### config.mk
export PLATFORM = sky130hd
export DESIGN_NAME = mem_bus_ctrl
export DESIGN_NICKNAME = d
export VERILOG_FILES = /design/src/rtl/mem_bus_pkg.sv /design/src/rtl/load_formatter.sv /design/src/rtl/mem_bus_ctrl.sv
export SDC_FILE = /design/constraint.sdc
export NUM_CORES = 1
export LEC_CHECK = 0
export BUFFER_PORTS_ARGS = -buffer_cell sky130_fd_sc_hd__buf_2
export CORE_MARGIN = 8
export CORE_UTILIZATION = 35
export DETAILED_ROUTE_END_ITERATION = 12
export PLACE_DENSITY = 0.64
export SLEW_MARGIN = 20
export SYNTH_ARGS = -nofsm -noshare
export SYNTH_HDL_FRONTEND = slang
export SYNTH_SLANG_ARGS = --single-unit
export TNS_END_PERCENT = 1
### constraint.sdc
create_clock -name CLK -period 2.06 [get_ports CLK]
set_input_delay 0.206 -clock CLK [delete_from_list [all_inputs] [get_ports CLK]]
set_output_delay 0.206 -clock CLK [all_outputs]
set_load 0.02 [all_outputs]
### src/rtl/mem_bus_pkg.sv
// Shared encodings for the CPU-to-SRAM bus controller: access sizes, FSM states,
// byte-enable constants and little-endian lane helpers.
package mem_bus_pkg;

  typedef enum logic [1:0] {
    SIZE_BYTE   = 2'b00,
    SIZE_HALF   = 2'b01,
    SIZE_WORD   = 2'b10,
    SIZE_WORD_X = 2'b11
  } size_e;

  typedef enum logic [1:0] {
    IDLE,
    ACCESS,
    WAIT,
    RESP
  } state_e;

  localparam logic [3:0] BE_NONE    = 4'b0000;
  localparam logic [3:0] BE_BYTE0   = 4'b0001;
  localparam logic [3:0] BE_HALF_LO = 4'b0011;
  localparam logic [3:0] BE_HALF_HI = 4'b1100;
  localparam logic [3:0] BE_WORD    = 4'b1111;

  function automatic logic is_half(size_e s);
    return s == SIZE_HALF;
  endfunction

  // Encoding 11 behaves exactly like a word access.
  function automatic logic is_word(size_e s);
    return (s == SIZE_WORD) || (s == SIZE_WORD_X);
  endfunction

  function automatic logic misaligned(size_e s, logic [1:0] off);
    return (is_half(s) && off[0]) || (is_word(s) && (off != 2'b00));
  endfunction

  function automatic logic [1:0] align_off(size_e s, logic [1:0] off);
    if (is_word(s)) return 2'b00;
    if (is_half(s)) return {off[1], 1'b0};
    return off;
  endfunction

  function automatic logic [3:0] lane_be(size_e s, logic [1:0] off);
    if (is_word(s)) return BE_WORD;
    if (is_half(s)) return off[1] ? BE_HALF_HI : BE_HALF_LO;
    return BE_BYTE0 << off;
  endfunction

  function automatic logic [31:0] lane_wdata(size_e s, logic [31:0] d);
    if (is_word(s)) return d;
    if (is_half(s)) return {2{d[15:0]}};
    return {4{d[7:0]}};
  endfunction

endpackage

### src/rtl/load_formatter.sv
// Selects the addressed byte/half/word lane of an SRAM read word and
// sign- or zero-extends it to 32 bits.
module load_formatter
  import mem_bus_pkg::*;
(
  input  logic [31:0] rdata,
  input  size_e       size,
  input  logic [1:0]  offset,
  input  logic        sign_ext,
  output logic [31:0] data
);

  logic [7:0]  byte_lane;
  logic [15:0] half_lane;

  always_comb begin
    // NOTE: every variable gets a value before any branch, so no latch is inferred.
    data      = rdata;
    byte_lane = 8'(rdata >> {offset, 3'b000});
    half_lane = offset[1] ? rdata[31:16] : rdata[15:0];
    if (is_half(size)) begin
      data = {{16{sign_ext & half_lane[15]}}, half_lane};
    end else if (!is_word(size)) begin
      data = {{24{sign_ext & byte_lane[7]}}, byte_lane};
    end
  end

endmodule

### src/rtl/mem_bus_ctrl.sv
// Single-outstanding CPU load/store controller for a synchronous-read SRAM.
// Define MEM_BUS_ALIGN_CHECK_EN to fault misaligned accesses instead of aligning them.
module mem_bus_ctrl
  import mem_bus_pkg::*;
#(
  parameter int ADDR_W      = 12,
  parameter int WAIT_STATES = 1
) (
  input  logic              CLK,
  input  logic              RST,
  input  logic              req_valid,
  output logic              req_ready,
  input  logic              req_we,
  input  logic [31:0]       req_addr,
  input  logic [1:0]        req_size,
  input  logic              req_signed,
  input  logic [31:0]       req_wdata,
  output logic              rsp_valid,
  output logic [31:0]       rsp_rdata,
  output logic              rsp_err,
  output logic              mem_cs,
  output logic              mem_we,
  output logic [ADDR_W-1:0] mem_addr,
  output logic [3:0]        mem_be,
  output logic [31:0]       mem_wdata,
  input  logic [31:0]       mem_rdata
);

  localparam int CNT_W = (WAIT_STATES > 1) ? $clog2(WAIT_STATES) : 1;

  state_e            state;
  logic [CNT_W-1:0]  wait_cnt;
  logic              access_q;
  logic              we_q;
  logic              signed_q;
  size_e             size_q;
  logic [ADDR_W+1:0] addr_q;
  logic [31:0]       wdata_q;
  logic [31:0]       load_data;

  size_e       req_size_e;
  logic [1:0]  req_off;
  logic        req_bad;
  logic        unused_addr_bits;

  assign req_size_e       = size_e'(req_size);
  assign req_off          = align_off(req_size_e, req_addr[1:0]);
  assign unused_addr_bits = ^req_addr[31:ADDR_W+2];

`ifdef MEM_BUS_ALIGN_CHECK_EN
  assign req_bad = misaligned(req_size_e, req_addr[1:0]);
`else
  assign req_bad = 1'b0;
`endif

  // The select is gated by reset so an access in flight cannot write the SRAM
  // while reset is asserted; every other strobe follows the gated select.
  assign mem_cs    = access_q & RST;
  assign mem_we    = mem_cs & we_q;
  assign mem_addr  = mem_cs ? addr_q[ADDR_W+1:2] : '0;
  assign mem_be    = mem_cs ? lane_be(size_q, addr_q[1:0]) : BE_NONE;
  assign mem_wdata = mem_cs ? lane_wdata(size_q, wdata_q) : '0;

  load_formatter u_load_formatter (
    .rdata    (mem_rdata),
    .size     (size_q),
    .offset   (addr_q[1:0]),
    .sign_ext (signed_q),
    .data     (load_data)
  );

  // NOTE: sequential state uses non-blocking assignments so every register samples pre-edge values.
  always_ff @(posedge CLK) begin
    if (!RST) begin
      state     <= IDLE;
      req_ready <= 1'b1;
      rsp_valid <= 1'b0;
      rsp_rdata <= '0;
      rsp_err   <= 1'b0;
      access_q  <= 1'b0;
      wait_cnt  <= '0;
      we_q      <= 1'b0;
      signed_q  <= 1'b0;
      size_q    <= SIZE_BYTE;
      addr_q    <= '0;
      wdata_q   <= '0;
    end else begin
      case (state)
        IDLE: begin
          if (req_valid && req_ready) begin
            we_q      <= req_we;
            signed_q  <= req_signed;
            size_q    <= req_size_e;
            addr_q    <= {req_addr[ADDR_W+1:2], req_off};
            wdata_q   <= req_wdata;
            req_ready <= 1'b0;
            if (req_bad) begin
              state     <= RESP;
              rsp_valid <= 1'b1;
              rsp_err   <= 1'b1;
              rsp_rdata <= '0;
            end else begin
              state    <= ACCESS;
              access_q <= 1'b1;
            end
          end
        end
        ACCESS: begin
          access_q <= 1'b0;
          wait_cnt <= CNT_W'(WAIT_STATES - 1);
          state    <= WAIT;
        end
        WAIT: begin
          if (wait_cnt == '0) begin
            rsp_rdata <= we_q ? '0 : load_data;
            rsp_valid <= 1'b1;
            rsp_err   <= 1'b0;
            state     <= RESP;
          end else begin
            wait_cnt <= wait_cnt - 1'b1;
          end
        end
        RESP: begin
          rsp_valid <= 1'b0;
          rsp_err   <= 1'b0;
          req_ready <= 1'b1;
          state     <= IDLE;
        end
        default: state <= IDLE;
      endcase
    end
  end

endmodule

# After elaboration in Yosys (flattened, before gate mapping)
# Index checks and enable logic that the tools add are counted.
# W data, S select, Z words.
[op_classes]
add_sub_neg = 1
eq_ne = 11
shift = 2
mux = 39
n_bitwise = 5
reduce_logical = 14
[op_table]
columns = ["op", "count"]
rows = [
  ["$mux W32", 8],
  ["$shr A32 B5 Y8", 1],
  ["$mux W4", 6],
  ["$mux W16", 1],
  ["$eq A2 B2 Y1 const B", 6],
  ["$mux W12", 1],
  ["$mux W2", 6],
  ["$reduce_and A2 Y1", 6],
  ["$mux W1", 11],
  ["$pmux W1 S2", 5],
  ["$pmux W2 S4", 1],
  ["$reduce_bool A2 Y1", 4],
  ["$eq A2 B1 Y1 const B", 3],
  ["$and A1 B1 Y1", 4],
  ["$ne A2 B2 Y1 const B", 2],
  ["$shl A1 B2 Y4 const A", 1],
  ["$logic_not A2 Y1", 1],
  ["$logic_or A1 B1 Y1", 2],
  ["$logic_and A1 B1 Y1", 1],
  ["$not A1 Y1", 1],
  ["$sub A1 B1 Y1 const B", 1],
]
[word_totals]
register_bits = 89
out_inout_bits = 85
word_cells = 84

# Logic depth before layout (Yosys ltp)
[depth]
word_depth = 7
mapped_depth = 7
depth_no_buf = 6

# Cells and area by module
# Synthesis repeated with hierarchy kept, for this count alone.
[unflattened]
cells_unflattened = 642
hier_area_um2 = 5133.7
[by_module_without_submodules]
columns = ["mod", "instances", "cells_per_inst", "area_per_inst_um2"]
rows = [
  ["mem_bus_ctrl", 1, 508, 4221.5],
  ["load_formatter", 1, 134, 912.1],
]

# Least setup slack after synthesis
# Ideal clock, no wire load.
[synth_timing]
path_kind = "flip-flop to output port"
from = "register size_q[1]"
to = "output port mem_wdata[10]"
arrival_ns = 1.362
path_slack_ns = 0.492
stages_incl_launch_ff = 6
path_cell_list = "dfxtp_1 -> buf_2 -> buf_2 -> nor2_1 -> nand2_1 -> a21oi_1"
[synth_between]
elab_chain_cells = 6
word_cells_on_any_way = 11
cone_classes = "eq/ne: 3; mux: 7; reduce/logical: 1"
[synth_lines]
columns = ["element", "line_no", "text"]
rows = [
  ["start, declared", "mem_bus_ctrl.sv:36", "size_e size_q;"],
  ["start signal, assigned", "mem_bus_ctrl.sv:93", "size_q <= req_size_e;"],
  ["$eq A2 B1 Y1", "mem_bus_pkg.sv:26", "return s == SIZE_HALF;"],
  ["$mux W1 (2 in series)", "mem_bus_pkg.sv:52", "if (is_half(s)) return {2{d[15:0]}};"],
  ["$mux W32", "mem_bus_pkg.sv:53", "return {4{d[7:0]}};"],
  ["$mux W32 (*)", "mem_bus_pkg.sv:52", ""],
  ["$mux W32 (*)", "mem_bus_ctrl.sv:62", "assign mem_wdata = mem_cs ? lane_wdata(size_q, wdata_q) : '0;"],
  ["end, declared", "mem_bus_ctrl.sv:25", "output logic [31:0] mem_wdata,"],
]
# Mark *: on every way between the ends. The rest lies on a longest branch, timed or not. The select of a mux whose other input is x is not followed.

# Final worst setup path
[layout_timing]
from = "register size_q[1]"
to = "output port mem_wdata[16]"
# The elaborated chain is that of the path after synthesis.

==> results.yml <==
timing:
  fin_tns_setup_ps: 0
  finalClockSkew_ps: 5.33
  finalCriticalPeriod_ps: 1880
  hold_viol: 0
  fin_crit_sh_pct: 91.4
  fmax_ghz: 0.531
  final_max_slew_viol_count: 0
  finalSetupViolations: 0
  rsz0062_at_grt: "no"
setup_path:
  reg2reg_from: "state[1]"
  cp-startpoint: "size_q[1]"
  worstSetupEndpointType: "primary output"
  worst-r2r-setup-slack_ps: 370
  r2r_cells: 6
  cp.arrival_ps: 1680
  crit_type: "reg2out"
  r2r_end: "wdata_q[13]"
  crit_path_end: "mem_wdata[16]"
  required_ps: 1850
  critPathLaunchType: "flop"
  crit_path_max_fanout: 25
floorplan:
  initial_core_util_pct: 35.2
  die_w_um: 128
  dieArea_um2: 16300
  die_height_um: 128
  fp-row-count: 41
  io_pins: 188
  core_um2: 12400
grt:
  grt_pass1_wl_um: 22400
  grt_usage_pct: 17.2
  overflow: 0
  grt_pass1_vias: 4452
  grt_max_degree: 64
  antenna_found_initial: 1
pwr:
  internal-power_uw: 3470
  peakVddDrop_mv: 0.474
  comb_power_share_pct: 33.7
  p_leak_uw: 0.00251
  seqPwrFrac_pct: 39.7
  clkPwrFrac_pct: 26.6
  p_sw_share_pct: 37.4
  power_density_nw_per_um2: 982
  p_sw_uw: 2070
synthesis:
  synthTopCellsByArea: "dfxtp_1 (40%), nand2_1 (12%), a21boi_0 (8.4%)"
  ys_types: 40
  seq_area_frac_synth_pct: 39.8
  syn_area_per_cell_um2: 7.92
  synthCells: 552
  yosysTopAreaCell: "dfxtp_1"
  synth_flop_cell: "dfxtp_1"
  synth_top_area_share_pct: 39.8
  ys_seq_elements: 87
  synthTopCellsByCount: "nand2_1 (142), dfxtp_1 (87), a21boi_0 (49), nor2_1 (34), clkbuf_1 (29)"
  synth-edff-count: 0
  async_flop_share_pct: 0
  synthesis.nets: 660
  synth.most_common_cell: "nand2_1"
  syn_area_um2: 4370
  synth_warnings: 0
routing:
  drt-total-wl_um: 13900
  drtPass1Iterations: 5
  via_count: 4359
  drc: 0
  drt-initial-drc-count: 247
  viasPerCell: 4.97
  antenna_left: 0
  wl_per_cell_um: 15.8
clock_network:
  cts_buffer_depth: 2
  cts_root_buf: "clkbuf_16"
  cts_tree: "done"
  postCtsHoldBufs: 0
  clock_latency_ps: 340
  cts-buffers-inserted: 9
  cts_sinks: 87
  clkTransAtPathRegs_ps: 60
  htree_levels: 3
cells_and_area:
  syn_to_final_growth_pct: 29.1
  drive_above_1_share_pct: 29.7
  nets: 808
  fillers: 1306
  final_cells: 877
  design_area_um2: 5640
flow_run:
  cap_violations: 0
placed_design:
  place_hpwl_um: 10300
  dpl_cell_area_um2: 5380
  routabilityCongestion: 0.839
  dp.cells: 861
  port_buffers: 168
worst_hold_path:
  hold_class: "in2reg"
outcome:
  status: "finished clean"
through the flow:
step | hold slack [ps] | total power [uW] | util, % | setup slack, ps
after floorplan | 341 | 3470 | - | 492
after global placement | 437 | 4070 | 43.3 | 413
after detailed placement | 446 | 4120 | 43.3 | 345
after CTS | 88.3 | 5610 | 45.4 | 52.1
after global routing | 104 | 5940 | 45.4 | 52.9
final | 101 | 5540 | 45.5 | 177
layout by cell type (no fill, tap or decap), types with 3 or more instances in the layout:
cell type	count
a22o_1	18
ha_1	5
or3_1	6
buf_4	12
nor2_1	34
nand3b_1	4
clkbuf_16	9
a32o_1	6
buf_2	168
a21oi_1	26
buf_12	3
and3_1	21
clkinv_2	3
nand3_1	3
dfxtp_1	85
mux2i_1	22
o21ai_0	16
o22ai_1	8
a21boi_1	3
nand2b_1	25
nand2_1	142
inv_1	7
a21boi_0	49
layout make-up:
type                    instances  area (um^2)  share of cell area (%)
flip-flops and latches         87         1740                    30.9
clock buffers                  11          233                    4.12
well taps                     172          215                    3.81
clock inverters                 4         23.8                   0.421
repair buffers                183          991                    17.6
multi-input cells             412         2410                    42.7
diodes                          1         2.50                  0.0443
inverters                       7         26.3                   0.466
how the worst min path moves through the flow:
stage                        startpoint      endpoint  depth (start not counted)
after floorplan           req_wdata[26]   wdata_q[26]                          2
after global placement     rsp_rdata[0]  rsp_rdata[0]                          2
after detailed placement   rsp_rdata[4]  rsp_rdata[4]                          2
after CTS                 req_wdata[26]   wdata_q[26]                          3
after global routing      req_wdata[27]   wdata_q[27]                          3
final                     req_wdata[26]   wdata_q[26]                          3
worst max-delay path: stages (launching register included):
cell     delay [ps]
dfxtp_2         490
buf_4           380
mux2i_1         220
nor2_1           70
buf_2           180
kinds of logic (layout without fill, tap and decap cells):
| family | Yosys count | count (layout) | share of synthesized area [%] |
|---|---|---|---|
| AO/OA/AOI/OAI | 138 | 138 | 22.5 |
| adder cells (fa/ha/maj) | 5 | 5 | 1.43 |
| buffers and inverters | 53 | 205 | 5.44 |
| flip-flops | 87 | 87 | 39.8 |
| multiplexers | 25 | 25 | 5.89 |
| other | 1 | 2 | 0.0858 |
| AND/OR/NAND/NOR | 243 | 243 | 24.8 |
per-layer routing:
layer | share of wire (%) | track usage [%] | wire, um
met1 | 45 | 20.7 | 6260
met3 | 9.2 | 5.87 | 1280
met4 | 1.4 | 6.01 | 198
met5 | 0 | 0 | 0
met2 | 44 | 27.8 | 6120
power groups by stage:
stage | clock, uW | sequential [uW] | combinational [uW]
after floorplan | 0 | 2260 | 1210
after global placement | 0 | 2220 | 1860
after detailed placement | 0 | 2240 | 1880
after CTS | 1530 | 2200 | 1890
after global routing | 1580 | 2240 | 2120
final | 1480 | 2200 | 1870
sequential cells by signal (all words and copies together), names as in the netlist:
register	count
rsp_valid	1
size_q	2
addr_q	14
state	2
req_ready	1
access_q	1
wdata_q	32
we_q	1
signed_q	1
rsp_rdata	32
repair_timing:
item,4_1_cts,5_1_grt
gates resized for setup,0,3
setup buffers,0,0
endpoints found under the setup margin,0,8
Power figures use the tool's default switching activity.
